$ cat src/rtl/pc_sequencer_if.sv
// Fetch-stage PC sequencer bus: redirect/stall/halt requests in, PC and status out.
// PC_SEQ_STATS_EN adds the redirect and stall statistics outputs.
interface pc_sequencer_if;
  logic        jr_en;
  logic [31:0] jr_target;
  logic        jump_en;
  logic [31:0] jump_target;
  logic        branch_en;
  logic [31:0] branch_target;
  logic        stall_req;
  logic        halt;
  logic [31:0] pc;
  logic [31:0] pc_plus4;
  logic        fetch_valid;
  logic        flush_if_id;
  logic [1:0]  redirect_src;
  logic [1:0]  state;
`ifdef PC_SEQ_STATS_EN
  logic [15:0] redirect_count;
  logic [15:0] stall_cycles;
`endif

  modport master (
    output jr_en, jr_target, jump_en, jump_target, branch_en, branch_target,
    output stall_req, halt,
    input  pc, pc_plus4, fetch_valid, flush_if_id, redirect_src, state
`ifdef PC_SEQ_STATS_EN
    , input redirect_count, stall_cycles
`endif
  );

  modport slave (
    input  jr_en, jr_target, jump_en, jump_target, branch_en, branch_target,
    input  stall_req, halt,
    output pc, pc_plus4, fetch_valid, flush_if_id, redirect_src, state
`ifdef PC_SEQ_STATS_EN
    , output redirect_count, stall_cycles
`endif
  );
endinterface

$ cat src/rtl/pc_sequencer.sv
// Program counter and next-PC sequencing for the fetch stage: boot delay, prioritised
// redirects, stalls, IF/ID flush window and sticky halt. PC_SEQ_STATS_EN adds counters.
module pc_sequencer #(
  parameter logic [31:0] RESET_PC     = 32'h0000_0000,
  parameter int unsigned BOOT_CYCLES  = 1,
  parameter int unsigned FLUSH_CYCLES = 1
) (
  input logic           clk,
  input logic           rst_n,
  pc_sequencer_if.slave bus
);

  typedef enum logic [1:0] {
    StBoot  = 2'd0,
    StRun   = 2'd1,
    StStall = 2'd2,
    StFlush = 2'd3
  } state_e;

  localparam logic [3:0] BootInit  = 4'(BOOT_CYCLES);
  localparam logic [2:0] FlushInit = 3'(FLUSH_CYCLES);

  state_e      state_q, state_d;
  logic [31:0] pc_q, pc_d;
  logic        fetch_valid_q, fetch_valid_d;
  logic        flush_q, flush_d;
  logic [1:0]  src_q, src_d;
  logic [3:0]  boot_cnt_q, boot_cnt_d;
  logic [2:0]  flush_cnt_q, flush_cnt_d;
  logic        halted_q, halted_d;

  logic        any_req;
  logic [31:0] target;
  logic [1:0]  target_src;

  assign any_req = bus.jr_en | bus.jump_en | bus.branch_en;

  always_comb begin
    target     = bus.branch_target;
    target_src = 2'd1;
    if (bus.jr_en) begin
      target     = bus.jr_target;
      target_src = 2'd3;
    end else if (bus.jump_en) begin
      target     = bus.jump_target;
      target_src = 2'd2;
    end
  end

  always_comb begin
    state_d       = state_q;
    pc_d          = pc_q;
    fetch_valid_d = fetch_valid_q;
    flush_d       = flush_q;
    src_d         = src_q;
    boot_cnt_d    = boot_cnt_q;
    flush_cnt_d   = flush_cnt_q;
    halted_d      = halted_q;
    if (state_q == StBoot) begin
      boot_cnt_d = boot_cnt_q - 4'd1;
      if (boot_cnt_q == 4'd1) begin
        state_d       = StRun;
        fetch_valid_d = 1'b1;
      end
    end else if (!halted_q) begin
      if (bus.halt) begin
        halted_d      = 1'b1;
        fetch_valid_d = 1'b0;
      end else if (state_q == StFlush) begin
        // Redirect requests here come from squashed instructions.
        flush_cnt_d = flush_cnt_q - 3'd1;
        src_d       = 2'd0;
        if (!bus.stall_req) pc_d = pc_q + 32'd4;
        if (flush_cnt_q == 3'd1) begin
          flush_d = 1'b0;
          state_d = StRun;
        end
      end else if (any_req) begin
        pc_d        = {target[31:2], 2'b00};
        src_d       = target_src;
        state_d     = StFlush;
        flush_d     = 1'b1;
        flush_cnt_d = FlushInit;
      end else if (bus.stall_req) begin
        state_d = StStall;
        src_d   = 2'd0;
      end else begin
        pc_d    = pc_q + 32'd4;
        state_d = StRun;
        src_d   = 2'd0;
      end
    end
  end

  always_ff @(posedge clk or negedge rst_n) begin
    if (!rst_n) begin
      state_q       <= StBoot;
      pc_q          <= RESET_PC;
      fetch_valid_q <= 1'b0;
      flush_q       <= 1'b0;
      src_q         <= 2'd0;
      boot_cnt_q    <= BootInit;
      flush_cnt_q   <= 3'd0;
      halted_q      <= 1'b0;
    end else begin
      state_q       <= state_d;
      pc_q          <= pc_d;
      fetch_valid_q <= fetch_valid_d;
      flush_q       <= flush_d;
      src_q         <= src_d;
      boot_cnt_q    <= boot_cnt_d;
      flush_cnt_q   <= flush_cnt_d;
      halted_q      <= halted_d;
    end
  end

  assign bus.pc           = pc_q;
  assign bus.pc_plus4     = pc_q + 32'd4;
  assign bus.fetch_valid  = fetch_valid_q;
  assign bus.flush_if_id  = flush_q;
  assign bus.redirect_src = src_q;
  assign bus.state        = state_q;

`ifdef PC_SEQ_STATS_EN
  logic        live, take_redirect, stall_hold;
  logic [15:0] redirect_count_q, stall_cycles_q;

  assign live          = (state_q != StBoot) && !halted_q && !bus.halt;
  assign take_redirect = live && (state_q != StFlush) && any_req;
  assign stall_hold    = live && bus.stall_req && !take_redirect;

  always_ff @(posedge clk or negedge rst_n) begin
    if (!rst_n) begin
      redirect_count_q <= 16'd0;
      stall_cycles_q   <= 16'd0;
    end else begin
      if (take_redirect && redirect_count_q != 16'hFFFF) begin
        redirect_count_q <= redirect_count_q + 16'd1;
      end
      if (stall_hold && stall_cycles_q != 16'hFFFF) begin
        stall_cycles_q <= stall_cycles_q + 16'd1;
      end
    end
  end

  assign bus.redirect_count = redirect_count_q;
  assign bus.stall_cycles   = stall_cycles_q;
`endif

endmodule
$ cat src/flat_wrapper.sv
// flat-port wrapper written by rule: the top's interface ports become plain ports
module pc_sequencer_flat 
#(
  parameter logic [31:0] RESET_PC     = 32'h0000_0000,
  parameter int unsigned BOOT_CYCLES  = 1,
  parameter int unsigned FLUSH_CYCLES = 1
)
  (clk, rst_n, bus_jr_en, bus_jr_target, bus_jump_en, bus_jump_target, bus_branch_en, bus_branch_target, bus_stall_req, bus_halt, bus_pc, bus_pc_plus4, bus_fetch_valid, bus_flush_if_id, bus_redirect_src, bus_state);
  pc_sequencer_if bus_i ();
  input logic clk;
  input logic rst_n;
  input wire logic [$bits(bus_i.jr_en)-1:0] bus_jr_en;
  input wire logic [$bits(bus_i.jr_target)-1:0] bus_jr_target;
  input wire logic [$bits(bus_i.jump_en)-1:0] bus_jump_en;
  input wire logic [$bits(bus_i.jump_target)-1:0] bus_jump_target;
  input wire logic [$bits(bus_i.branch_en)-1:0] bus_branch_en;
  input wire logic [$bits(bus_i.branch_target)-1:0] bus_branch_target;
  input wire logic [$bits(bus_i.stall_req)-1:0] bus_stall_req;
  input wire logic [$bits(bus_i.halt)-1:0] bus_halt;
  output wire logic [$bits(bus_i.pc)-1:0] bus_pc;
  output wire logic [$bits(bus_i.pc_plus4)-1:0] bus_pc_plus4;
  output wire logic [$bits(bus_i.fetch_valid)-1:0] bus_fetch_valid;
  output wire logic [$bits(bus_i.flush_if_id)-1:0] bus_flush_if_id;
  output wire logic [$bits(bus_i.redirect_src)-1:0] bus_redirect_src;
  output wire logic [$bits(bus_i.state)-1:0] bus_state;
  assign bus_i.jr_en = bus_jr_en;
  assign bus_i.jr_target = bus_jr_target;
  assign bus_i.jump_en = bus_jump_en;
  assign bus_i.jump_target = bus_jump_target;
  assign bus_i.branch_en = bus_branch_en;
  assign bus_i.branch_target = bus_branch_target;
  assign bus_i.stall_req = bus_stall_req;
  assign bus_i.halt = bus_halt;
  assign bus_pc = bus_i.pc;
  assign bus_pc_plus4 = bus_i.pc_plus4;
  assign bus_fetch_valid = bus_i.fetch_valid;
  assign bus_flush_if_id = bus_i.flush_if_id;
  assign bus_redirect_src = bus_i.redirect_src;
  assign bus_state = bus_i.state;
  pc_sequencer #(.RESET_PC(RESET_PC), .BOOT_CYCLES(BOOT_CYCLES), .FLUSH_CYCLES(FLUSH_CYCLES)) u_core (.clk(clk), .rst_n(rst_n), .bus(bus_i));
endmodule
$ cat config.mk
export PLATFORM = sky130hd
export DESIGN_NAME = pc_sequencer_flat
export DESIGN_NICKNAME = d
export VERILOG_FILES = /design/src/rtl/pc_sequencer_if.sv /design/src/rtl/pc_sequencer.sv /design/src/flat_wrapper.sv
export SDC_FILE = /design/constraint.sdc
export NUM_CORES = 1
export LEC_CHECK = 0
export ABC_CLOCK_PERIOD_IN_PS = 3690
export BUFFER_PORTS_ARGS = -buffer_cell sky130_fd_sc_hd__buf_2
export CORE_AREA = 2 2 93 95
export CTS_BUF_LIST = sky130_fd_sc_hd__clkbuf_16
export CTS_CLUSTER_DIAMETER = 50
export DETAILED_ROUTE_END_ITERATION = 8
export DIE_AREA = 0 0 95 97
export GPL_TIMING_DRIVEN = 0
export MAX_ROUTING_LAYER = met4
export PLACE_DENSITY = 0.76
export SLEW_MARGIN = 40
export SYNTH_ARGS = -nofsm -noshare
export SYNTH_HDL_FRONTEND = slang
export SYNTH_SLANG_ARGS = --single-unit
$ cat constraint.sdc
create_clock -name clk -period 3.69 [get_ports clk]
set_input_delay 0.5535 -clock clk [delete_from_list [all_inputs] [get_ports clk]]
set_output_delay 0.5535 -clock clk [all_outputs]
set_load 0.05 [all_outputs]
== Yosys cells after proc, flatten, opt, wreduce, memory -nomap -nowiden ==
Cells that the tools add are included.

* Register bits after elaboration: 46
* Logic and storage cells: 60

* Add/sub/neg operators: 3
* Eq/ne operators: 8
* Multiplexer cells: 28
* Bitwise gates (word level): 5
* Reductions and logical operators: 8

{| class="wikitable"
|+ Operator list
! operator !! count
|-
| two-way mux 32 bit || 5
|-
| adder 32 x 3 -> 32 bit, second input constant || 1
|-
| two-way mux 2 bit || 12
|-
| two-way mux 1 bit || 9
|-
| AND reduction 4 bit || 2
|-
| two-way mux 3 bit || 2
|-
| != test 2 bit, second input constant || 3
|-
| AND reduction 3 bit || 2
|-
| AND reduction 5 bit || 1
|-
| equality test 4 x 1 -> 1 bit, second input constant || 1
|-
| nonzero test 2 bit || 2
|-
| subtractor 4 x 1 -> 4 bit, second input constant || 1
|-
| equality test 3 x 1 -> 1 bit, second input constant || 1
|-
| != test 3 x 2 -> 1 bit, second input constant || 1
|-
| NOT 1 bit || 3
|-
| subtractor 3 x 1 -> 3 bit, second input constant || 1
|-
| equality test 2 bit, second input constant || 1
|-
| zero test 2 bit || 1
|-
| != test 2 x 1 -> 1 bit, second input constant || 1
|-
| OR 1 bit || 2
|}

== Depth between registers and ports, before layout ==
* Depth after elaboration: 7
* Mapped depth: 8
* Mapped depth without buffers: 6

== Worst setup path before layout ==
No wires, ideal clock.

* Kind: register -> output
* From: register u_core.pc_q[4] (netlist: u_core.bus.pc[4])
* To: output bus_pc_plus4[27]
* Data arrival time: 2661 ps
* Data required time: 3137 ps
* Setup slack: 475 ps
* Cell stages (with the launch flop): 7
* Path through: dfrtp_1 > buf_2 > nand4_4 > nor3_4 > nand2_2 > or3_4 > xnor2_1

* Longest elaborated chain between the ends: 1

{| class="wikitable"
|+ RTL lines
! what !! RTL line !! text
|-
| from (decl) || pc_sequencer.sv:24 || <nowiki>logic [31:0] pc_q, pc_d;</nowiki>
|-
| from (signal assigned) || pc_sequencer.sv:107 || <nowiki>pc_q <= pc_d;</nowiki>
|-
| adder 32 x 3 -> 32 bit || pc_sequencer.sv:118 || <nowiki>assign bus.pc_plus4 = pc_q + 32'd4;</nowiki>
|-
| to (decl) || flat_wrapper.sv:21 || <nowiki>output wire logic [$bits(bus_i.pc_plus4)-1:0] bus_pc_plus4;</nowiki>
|}

Every way passes these cells.

== Final worst setup path ==
* From: register u_core.pc_q[3] (netlist: u_core.bus.pc[3])
* To: output bus_pc_plus4[30]

The elaborated chain is that of the path after synthesis.

==> run metrics <==
slowest CP cell=nor3_4; area leader, netlist=dfrtp_1; Final Non-Filler Cells=roughly 710; Internal Power=roughly 1.1 mW; GRT overflow=0; M1 WL=around 5300 um; Via Count=around 4.1k; I/O Buffers=159; Worst Setup Start Kind=register; Inserted Clock Buffers=5; Die ar.=approximately 0.0092 mm2; post-CTS setup buffer count=0; run status=finished clean; Slew HR=between 50% and 60%; Detailed Route Iter0 Violations=between 200 and 300; clock share of power=25.1%; Post-layout nets=between 700 and 800; H-Tree Level Count=2; vias in the first global route=roughly 3.9k; DR vias/cell=just under 6; WL final=approximately 13,000 um; # rows=33; Synth Cell Area=around 0.0036 mm2; skew final=around 11 ps; crit path max fanout=10; fin area=0.00468 mm2; Syn. warnings=0; antenna violations before repair=0; Final Util=between 50 and 60%; ant diodes=0; PD cells=432 mW/mm2; synth unique cells=59; met3 WL=1230 um; Buf/Inv on CP=1; post-synth top area share=30.1%; #FFs+latches synth=between 40 and 50; TritonCTS clock tree=done; critical path cell sequence=ha_1 > nand3_2 > nor3_4 > nand2_1 > nor2_1 > xnor2_1 > buf_2; crit path time final=between 3000 and 4000 ps; core box area=approximately 0.0081 mm2; Synth area leaders=dfrtp_1 (30%), mux2i_1 (8.7%), nand2_1 (6.5%), xnor2_1 (5.9%), o21ai_0 (4.9%); top layer reached by signal wires=met4; worst skew pair latency=290 ps; TNS Setup=0 ps; drt pass-1 iters=5; first-pass GRT wire length=just over 20,000 um; worst hold path type=input port to async pin; CP Capture Type=primary output; sequential share of power=approximately a third; Clock Pin Slew Worst Setup and Hold Paths=70 ps; # hold bufs at CTS=0; CP max stage delay=between 500 and 600 ps; maximum VDD drop=~0.00027 V; setup violators final=0; share of cells above drive strength 1=about a third; Switching Fraction=between 40% and 50%; Die Y=~97 um; Net Switching=a little over 0.9 mW; largest net degree at the start of global routing=45; Die W=between 90 and 100 um; Cells after Synth=approximately 440; logic gate share of total power=43.2%; Worst EP required=roughly 3100 ps; Ports=about 170; Slew @ Worst Pin=739 ps; Starting Density=approximately 44%; max-slew violations=0; Static Leak=around 2.2 nW; final worst-path cycle share=about 86%; Cell Area, Placed=approximately 0.0045 mm2; FMAX=approximately 310 MHz; Max-Cap Viols=0; Post-synth top flop=dfrtp_1; Final Hold Fails=0; dpl cells=between 700 and 800; clk root buf=clkbuf_16; RSZ-0062 raised after global routing=false; Post-synth EDFFs=0; Resize count post-CTS=0; total global-route track usage=between 20 and 30%; routability cong.=approximately 0.94; antenna viol nets, final=0; DRC Markers=0; WS Path Type=register to primary output; hpwl dp=10,200 um; Mapped Avg Cell Area=8.15 um2; metal2 WL=approximately 6200 um; wire per inst=between 15 and 20 um; Area Growth Syn to Fin=30.9%; FFs w/ async S/R, synth=100%; CP top delay family=simple AND/OR/NAND/NOR gates; CTS max path bufs=2; sequential fraction of the synthesis area=between 30% and 40%; Tot Pwr=2.02 mW; CP arrival=2640 ps; clock sink total=44
[worst paths after layout]
kind / slack, ps / startpoint / to / cells after the start
min: 260 / rst_n / u_core.flush_cnt_q[1]$_DFFE_PN0P_ / 1
max reg2reg: 1200 / u_core.bus.pc[3]$_DFFE_PN0P_ / u_core.bus.pc[18]$_DFFE_PN0P_ / 6
max in group asynchronous: 3030 / rst_n / u_core.bus.pc[28]$_DFFE_PN0P_ / 1
min in group clk: 490 / u_core.bus.redirect_src[1]$_DFFE_PN0P_ / u_core.bus.redirect_src[1]$_DFFE_PN0P_ / 2
max: 500 / u_core.bus.pc[3]$_DFFE_PN0P_ / bus_pc_plus4[30] / 7
min reg2reg: 490 / u_core.bus.redirect_src[1]$_DFFE_PN0P_ / u_core.bus.redirect_src[1]$_DFFE_PN0P_ / 2
[layout by cell type (no fill, tap or decap), drive strengths merged, types with 3 or more instances in the layout]
cell type and instances:
conb 4, and4 3, a211oi 3, buf 176, or3 4, nand2 63
a22o 3, nor3 8, nor2 33, xor2 7, a22oi 3, mux2i 31
a21o 3, o211ai 10, nand2b 3, nand4 8, xnor2 24, a31oi 4
inv 12, o31ai 3, a21oi 29, dfrtp 43, nand3 19, o21ai 36
ha 5, and3 6, o311ai 12, o32a 3, clkbuf 21, o22ai 8
[state kept, by name, summed over array words and instances (netlist names)]
name,flops
u_core.halted_q,1
u_core.bus.state,2
u_core.flush_cnt_q,3
u_core.bus.flush_if_id,1
u_core.bus.pc,30
u_core.bus.fetch_valid,1
u_core.bus.redirect_src,2
u_core.boot_cnt_q,4
[area by class of cell]
type / count / area [um2]
inverters: 11 / 41.3
fillers: 774 / 3460
multi-input cells: 353 / 2280
repair buffers: 159 / 798
clock buffers: 5 / 125
well taps: 105 / 131
plain buffers: 33 / 155
clock inverters: 3 / 38.8
flip-flops and latches: 44 / 1100
[metrics by stage]
stage	setup WS (ps)	hold WS, ps
final	499	261
after detailed placement	856	473
after global placement	903	460
after CTS	553	283
after floorplan	475	258
after global routing	371	312
[worst reg2reg max path: cells and delay by family, from the launching register on]
family / cells / cell delay [ps]
compound gates: 2 / 560
fa+ha+maj: 1 / 330
simple gates: 3 / 980
flops: 1 / 470
[synthesized netlist by cell type, types with 2 or more instances]
| library cell | n |
|---|---|
| buf_4 | 4 |
| nand2_1 | 62 |
| and4_1 | 2 |
| dfrtp_1 | 43 |
| a31oi_1 | 4 |
| o311ai_1 | 4 |
| nor4_1 | 2 |
| o31ai_1 | 3 |
| a32oi_1 | 2 |
| nor2_1 | 33 |
| and3_1 | 5 |
| buf_2 | 13 |
| a22oi_1 | 3 |
| o32a_1 | 2 |
| nor3_1 | 4 |
| o211ai_1 | 10 |
| clkbuf_1 | 16 |
| nand4_4 | 2 |
| o21ai_0 | 35 |
| nand3_1 | 17 |
| nor3_2 | 2 |
| nand4_1 | 6 |
| inv_1 | 11 |
| o22a_1 | 2 |
| a21o_1 | 3 |
| xnor2_1 | 24 |
| nor3_4 | 2 |
| a211oi_1 | 3 |
| or3_1 | 2 |
| mux2i_1 | 31 |
| a22o_1 | 3 |
| nand2b_1 | 3 |
| xor2_1 | 7 |
| ha_1 | 5 |
| o22ai_1 | 8 |
| o311a_1 | 2 |
| a21oi_1 | 29 |
| nand3_2 | 2 |
| o311ai_0 | 7 |
[cells by family (layout without fill, tap and decap cells)]
logic type | Yosys count | count (layout) | share of synthesized area [%]
xor+xnor | 31 | 31 | 7.60
compound gates | 130 | 130 | 24.0
other cells | 1 | 4 | 0.105
fa+ha+maj | 5 | 5 | 1.75
mux | 31 | 31 | 8.69
buf+inv | 44 | 211 | 5.50
flops | 44 | 44 | 30.9
simple gates | 152 | 152 | 21.5
[power by group through the flow]
stage	clock network [mW]	logic [mW]	registers, mW
floorplan	0	0.452	0.817
global placement	0	0.862	0.642
detailed placement	0	0.873	0.645
CTS	0.507	0.875	0.637
global route	0.526	0.924	0.650
finish	0.508	0.872	0.639
[layer usage]
layer / up-vias / track usage (%)
met5: - / -
met2: 235 / 45.9
li1: 1939 / -
met1: 1923 / 37.5
met3: 25 / 6.07
met4: 0 / 6.24
No activity file was read; power rests on OpenSTA's default activity.
